### src/rtl/crc_ctrl_pkg.sv
// crc_ctrl_pkg: state encoding and op codes shared by the CRC scheduler, the engine and the bench
package crc_ctrl_pkg;
  localparam logic [1:0] ST_IDLE  = 2'd0;
  localparam logic [1:0] ST_LOAD  = 2'd1;
  localparam logic [1:0] ST_SHIFT = 2'd2;
  localparam logic [1:0] ST_DONE  = 2'd3;
  localparam logic OP_WRITE = 1'b0;
  localparam logic OP_READ  = 1'b1;
endpackage

### src/rtl/crc_rr_arbiter2.sv
// crc_rr_arbiter2: 2-way round-robin arbiter; req/grant bit0=write bit1=read, advance enables grant and last_served update
module crc_rr_arbiter2
  import crc_ctrl_pkg::*;
(
  input  logic       clk,
  input  logic       rst,
  input  logic [1:0] req,
  input  logic       advance,
  output logic [1:0] grant
);
  logic last_q;
  logic pick_rd;
  assign pick_rd = req[1] & (~req[0] | last_q == OP_WRITE);
  assign grant = advance ? {pick_rd, req[0] & ~pick_rd} : 2'b00;
  always_ff @(posedge clk or posedge rst)
    if (rst) last_q <= OP_READ;
    else if (|grant) last_q <= grant[1];
endmodule

### src/rtl/crc_shared_engine_scheduler.sv
// crc_shared_engine_scheduler: shares one serial CRC engine between write (encode) and read (check); write/read/crc_zero in, load_en/shift_en/sel_read to engine, write_mem_en/read_valid/read_crc_err/busy/req_drop status out
module crc_shared_engine_scheduler
  import crc_ctrl_pkg::*;
#(
  parameter int DATA_WIDTH = 32,
  localparam int CNT_W = $clog2(DATA_WIDTH)
) (
  input  logic clk,
  input  logic rst,
  input  logic write,
  input  logic read,
  input  logic crc_zero,
  output logic load_en,
  output logic shift_en,
  output logic sel_read,
  output logic write_mem_en,
  output logic read_valid,
  output logic read_crc_err,
  output logic busy,
  output logic req_drop
);
  logic [1:0] state_q, state_d;
  logic [CNT_W-1:0] cnt_q, cnt_d;
  logic sel_q, sel_d;
  logic wr_pend_q, wr_pend_d, rd_pend_q, rd_pend_d;
  logic arb_en;
  logic [1:0] grant;
  assign arb_en = state_q == ST_IDLE || state_q == ST_DONE;
  crc_rr_arbiter2 u_arb (
    .clk(clk),
    .rst(rst),
    .req({rd_pend_q | read, wr_pend_q | write}),
    .advance(arb_en),
    .grant(grant)
  );
  always_comb begin
    wr_pend_d = grant[0] ? write & wr_pend_q : wr_pend_q | write;
    rd_pend_d = grant[1] ? read & rd_pend_q : rd_pend_q | read;
    req_drop = (write & wr_pend_q & ~grant[0]) | (read & rd_pend_q & ~grant[1]);
  end
  always_comb begin
    state_d = state_q;
    cnt_d = cnt_q;
    sel_d = sel_q;
    if (|grant) begin
      state_d = ST_LOAD;
      sel_d = grant[OP_READ];
    end else if (state_q == ST_DONE) begin
      state_d = ST_IDLE;
    end else if (state_q == ST_LOAD) begin
      state_d = ST_SHIFT;
      cnt_d = '0;
    end else if (state_q == ST_SHIFT) begin
      cnt_d = cnt_q + CNT_W'(1);
      state_d = cnt_q == CNT_W'(DATA_WIDTH - 1) ? ST_DONE : ST_SHIFT;
    end
  end
  always_ff @(posedge clk or posedge rst)
    if (rst) begin
      state_q <= ST_IDLE;
      cnt_q <= '0;
      sel_q <= OP_WRITE;
      wr_pend_q <= 1'b0;
      rd_pend_q <= 1'b0;
    end else begin
      state_q <= state_d;
      cnt_q <= cnt_d;
      sel_q <= sel_d;
      wr_pend_q <= wr_pend_d;
      rd_pend_q <= rd_pend_d;
    end
  always_comb begin
    load_en = state_q == ST_LOAD;
    shift_en = state_q == ST_SHIFT;
    sel_read = sel_q;
    write_mem_en = state_q == ST_DONE && sel_q == OP_WRITE;
    read_valid = state_q == ST_DONE && sel_q == OP_READ;
    read_crc_err = state_q == ST_DONE && sel_q == OP_READ && !crc_zero;
    busy = state_q != ST_IDLE || wr_pend_q || rd_pend_q;
  end
endmodule
### config.mk
export PLATFORM = sky130hd
export DESIGN_NAME = crc_shared_engine_scheduler
export DESIGN_NICKNAME = d
export VERILOG_FILES = /design/src/rtl/crc_ctrl_pkg.sv /design/src/rtl/crc_rr_arbiter2.sv /design/src/rtl/crc_shared_engine_scheduler.sv
export SDC_FILE = /design/constraint.sdc
export NUM_CORES = 1
export LEC_CHECK = 0
export ABC_AREA = 1
export CAP_MARGIN = 40
export CORE_UTILIZATION = 50
export DETAILED_ROUTE_END_ITERATION = 8
export DONT_BUFFER_PORTS = 1
export GPL_TIMING_DRIVEN = 0
export PLACE_DENSITY_LB_ADDON = 0.3
export SETUP_SLACK_MARGIN = 0.2
export SLEW_MARGIN = 20
export SYNTH_ARGS = -nofsm -noshare
export SYNTH_HDL_FRONTEND = slang
export SYNTH_SLANG_ARGS = --single-unit
export TNS_END_PERCENT = 100
### constraint.sdc
create_clock -name clk -period 1.4 [get_ports clk]
set_input_delay 0.21 -clock clk [delete_from_list [all_inputs] [get_ports clk]]
set_output_delay 0.21 -clock clk [all_outputs]
set_load 0.01 [all_outputs]
# == Word level (Yosys, flattened, before mapping) ==
# Cells that the tools add are included.
# totals
regBits,11
latchBits,0
ram_bits,0
rom_bits,0
in_bits,5
out_inout_bits,8
word_cells,52
memories,0
# op_classes
n_addsub,1
n_mul,0
div_mod_pow,0
n_lt_le_gt_ge,0
eq_ne,4
n_shift,0
mux,10
n_bitwise,18
n_reduce_logical,13
# op_table
operator,n
$mux W2,5
$mux W5,2
$not A1 Y1,8
$and A1 B1 Y1,6
$add A5 B1 Y5 const B,1
$eq A5 B5 Y1 const B,1
$eq A2 B2 Y1 const B,2
$or A1 B1 Y1,4
$reduce_bool A2 Y1,2
$reduce_bool A4 Y1,1
$logic_and A1 B1 Y1,3
$logic_or A1 B1 Y1,3
$mux W1,3
$reduce_and A3 Y1,1
$eq A2 B1 Y1 const B,1
$logic_not A2 Y1,1
$reduce_or A2 Y1,1
$logic_not A1 Y1,1

# == Depth between registers and ports, before layout ==
# logic_depth
word_depth,10
depth_mapped,8
ltp_nobuf,8

# == Hierarchy ==
# From an unflattened synthesis, not the netlist that was laid out.
# hier_totals
hier_cells,80
hier_area_um2,653.1
# by_module_without_submodules
module,instances,cells_each,area_per_inst_um2,seq_area_each_um2
crc_shared_engine_scheduler,1,71,594.3,250.2
crc_rr_arbiter2,1,9,58.8,26.3

# == Worst setup path before layout ==
# No wires, ideal clock.
# synth_path
path_type,reg-to-output
start,register state_q[0]
end,output port req_drop
t_arrival_ns,1.152
t_required_ns,1.190
path_slack_ns,0.038
path_stages_with_launch,7
n_path_buf,0
cell_sequence,dfrtp_1 inv_1 ha_1 inv_2 nand3_2 inv_1 o22ai_1
# synth_via
elab_chain_cells,6
word_cells_on_any_way,9
classes_between,1 x eq/ne; 1 x mux; 5 x bitwise; 2 x reduce/logical
# synth_rtl
item,line,source
"start, declared",crc_shared_engine_scheduler.sv:22,"logic [1:0] state_q, state_d;"
"start signal, assigned",crc_shared_engine_scheduler.sv:66,state_q <= state_d;
$eq A2 B2 Y1 or $logic_not A2 Y1 (tied branches),crc_shared_engine_scheduler.sv:28,assign arb_en = state_q == ST_IDLE || state_q == ST_DONE;
$logic_or A1 B1 Y1 *,crc_shared_engine_scheduler.sv:28,
$mux W2 *,crc_rr_arbiter2.sv:14,"assign grant = advance ? {pick_rd, req[0] & ~pick_rd} : 2'b00;"
$not A1 Y1,crc_shared_engine_scheduler.sv:39,req_drop = (write & wr_pend_q & ~grant[0]) | (read & rd_pend_q & ~grant[1]);
$and A1 B1 Y1,crc_shared_engine_scheduler.sv:39,
$or A1 B1 Y1 *,crc_shared_engine_scheduler.sv:39,
"end, declared",crc_shared_engine_scheduler.sv:20,output logic req_drop
# Every way passes the cells marked *; elsewhere a longest branch is shown, timed or not.

# == Worst setup path in the final report ==
# layout_path
start,register state_q[1]
end,output port req_drop
# The elaborated chain is that of the path after synthesis.

==> results.json <==
{
  "grt_setup_unrepaired": "yes",
  "layout_min_cycle_time_ns": 1.54,
  "crit_family": "flip-flops",
  "start_util": 0.565,
  "maxCapViolations": 0,
  "p_leak_nw": 0.447,
  "worst_skew_pair.late_latency_ns": 0.27,
  "io-pin-count": 13,
  "p_sw_w": 0.00141,
  "synthCells": 77,
  "cts_root_buffer": "clkbuf_4",
  "layout_commonest_cell": "buf_4",
  "grt_pass1_vias": 550,
  "start_kind": "register",
  "synth_fa_ha_area_frac": 0.115,
  "drt_iter0_drc": 19,
  "antenna_found_initial": 0,
  "power.density_cell_area_mw_per_mm2": 2980,
  "internal_power_w": 0.00155,
  "drive_above_1_share": 0.619,
  "clock_path_buffers": 2,
  "first_pass_iters": 4,
  "die_h_um": 38.1,
  "setup_ws_ns": -0.142,
  "finalPower_w": 0.00296,
  "slew_violations": 0,
  "crit_fanout": 3,
  "synthSimpleGateAreaFrac": 0.257,
  "fmax_ghz": 0.649,
  "grt_max_degree": 12,
  "power_frac_comb": 0.721,
  "dp_hpwl_um": 876,
  "nNetsFinal": 109,
  "avgSynthCellArea_sq_um": 8.48,
  "cp_data_arrival_time_ns": 1.33,
  "syn-num-nets": 88,
  "whs_ns": 0.130,
  "rows": 12,
  "n_fill_cell": 48,
  "core_area_sq_mm": 0.00116,
  "synth_xor_area_frac": 0,
  "synth_compound_area_frac": 0.130,
  "setup_viol": 9,
  "port_buffers": 0,
  "synth_top_family_by_area": "simple AND/OR/NAND/NOR gates",
  "antenna_cells": 0,
  "relSlewSlack": 0.729,
  "ant_nets": 0,
  "via_count": 605,
  "drc": 0,
  "critPathRequiredTime_ns": 1.19,
  "synth_mux_area_frac": 0,
  "syn_to_final_growth_pct": 51.9,
  "cts_inserted_buffers": 3,
  "status": "finished with violations",
  "fin_crit_sh": 1.10,
  "ys_top_cells_by_area": "dfrtp_1 (38%), ha_1 (11%), nand2_1 (9.2%)",
  "gr-usage-all-layers": 0.257,
  "violations": "negative setup slack",
  "critPathBufInv": 3,
  "wire_per_inst_um": 16.0,
  "clock_skew_ns": 0.00641,
  "p_clk_frac": 0.071,
  "hold_viol_final": 0,
  "ys_seq_elements": 11,
  "drt-vias-per-instance": 5.45,
  "grt_pass1_wl_um": 2400,
  "mostFrequentLayoutCells": "buf_4 (12), nand2_1 (10), dfrtp_1 (9)",
  "final_util": 0.858,
  "die_w_um": 38.1,
  "clk_pin_slew_ns": 0.07,
  "ys_warn_count": 0,
  "worstPathCellList": "inv_2, ha_4, inv_6, nand3_4, inv_4, o22ai_4",
  "seq_area_frac_synth": 0.423,
  "htree_levels": 1,
  "irDropWorstVdd_v": 0.00177,
  "slowest_delay_ns": 0.37,
  "critPathKind": "reg -> out",
  "grt_overflow_total": 0,
  "netlist_area_sq_um": 653,
  "seqPwrFrac": 0.207,
  "crit_slowest_cell": "dfrtp_1",
  "synth.distinct_cells": 20,
  "p_sw_frac": 0.476,
  "numClockSinks": 11,
  "cp-end-kind": "primary output",
  "finalWirelength_um": 1780,
  "fp.dieArea_sq_mm": 0.00145,
  "cts_tree": "built",
  "tightest_slew_ns": 0.406,
  "hp-class": "in -> reg",
  "post-synth-top-area-cell": "dfrtp_1",
  "synth_top_area_frac": 0.383,
  "gp_congestion": 0.793
}
-- cell usage after synthesis --
cell / n
dfstp_2: 1
o21ai_0: 3
o21ai_1: 2
a21oi_1: 4
nand3_1: 5
o21ai_2: 3
inv_2: 3
nand2_2: 1
nand2_1: 16
nor2_1: 5
nand4_2: 1
dfrtp_1: 10
nor2_4: 1
nor2_2: 2
nand3_2: 1
o21a_1: 1
o22ai_1: 1
nand2_4: 1
ha_1: 6
inv_1: 10
-- power groups by stage --
stage                     Clock (W)  Sequential (W)  Combinational, W
after CTS                  0.000215        0.000594           0.00174
after global placement            0        0.000596           0.00112
final                      0.000211        0.000613           0.00213
after global routing       0.000228        0.000626           0.00226
after floorplan                   0        0.000579          0.000990
after detailed placement          0        0.000603           0.00115
-- registers in the layout, indices dropped and copies added (netlist names) --
name,flops
sel_read,1
u_arb.last_q,1
state_q,2
wr_pend_q,1
cnt_q,5
rd_pend_q,1
-- metal layers --
metal  part of all wire  track usage  up-vias
li1                   -            -      288
met1               0.38        0.275      291
met2               0.54        0.449       22
met3              0.061        0.110        4
met4              0.019       0.0804        0
met5                  0            0        -
-- kinds of logic (layout without fill, tap and decap cells) --
logic type                 Yosys count  count (layout)
AOI/OAI and AO/OA                   14              14
adders and majority gates            6               6
buffers and inverters               13              33
DFF                                 11              11
and+or+nand+nor                     33              33
-- timing repair --
action,CTS,global route
resized for setup,21,19
pin swaps,6,12
hold endpoints to repair,10,0
setup endpoints to repair,15,14
hold buffers,1,0
setup buffers,11,4
-- final timing paths --
path,slack [ns],end,startpoint,cells past startpoint
max in group asynchronous,0.72,u_arb.last_q,rst,2
hold reg to reg,0.50,cnt_q[4],cnt_q[4],2
setup reg to reg,-0.02,state_q[0],state_q[1],10
setup / recovery,-0.14,req_drop,state_q[1],6
hold / removal,0.13,wr_pend_q,write,2
min in group asynchronous,0.36,cnt_q[4],rst,2
-- area by class of cell --
cell class	instances	area, sq um	area share
sequential	11	278	0.280
inverter	13	66.3	0.0668
multi-input combinational	53	470	0.474
timing repair buffer	16	134	0.135
clock buffer	4	26.3	0.0265
tap	14	17.5	0.0177
-- stage by stage --
stage | setup TNS, ns | instances | setup slack [ns] | instance area (sq um)
after detailed placement | 0 | 91 | 0.0745 | 709
after CTS | -0.120 | 107 | -0.120 | 906
final | -0.417 | 111 | -0.142 | 992
after global placement | 0 | 91 | 0.0665 | 709
after floorplan | 0 | 77 | 0.148 | 692
after global routing | -0.917 | 111 | -0.179 | 992
(Power assumes the default switching activity.)
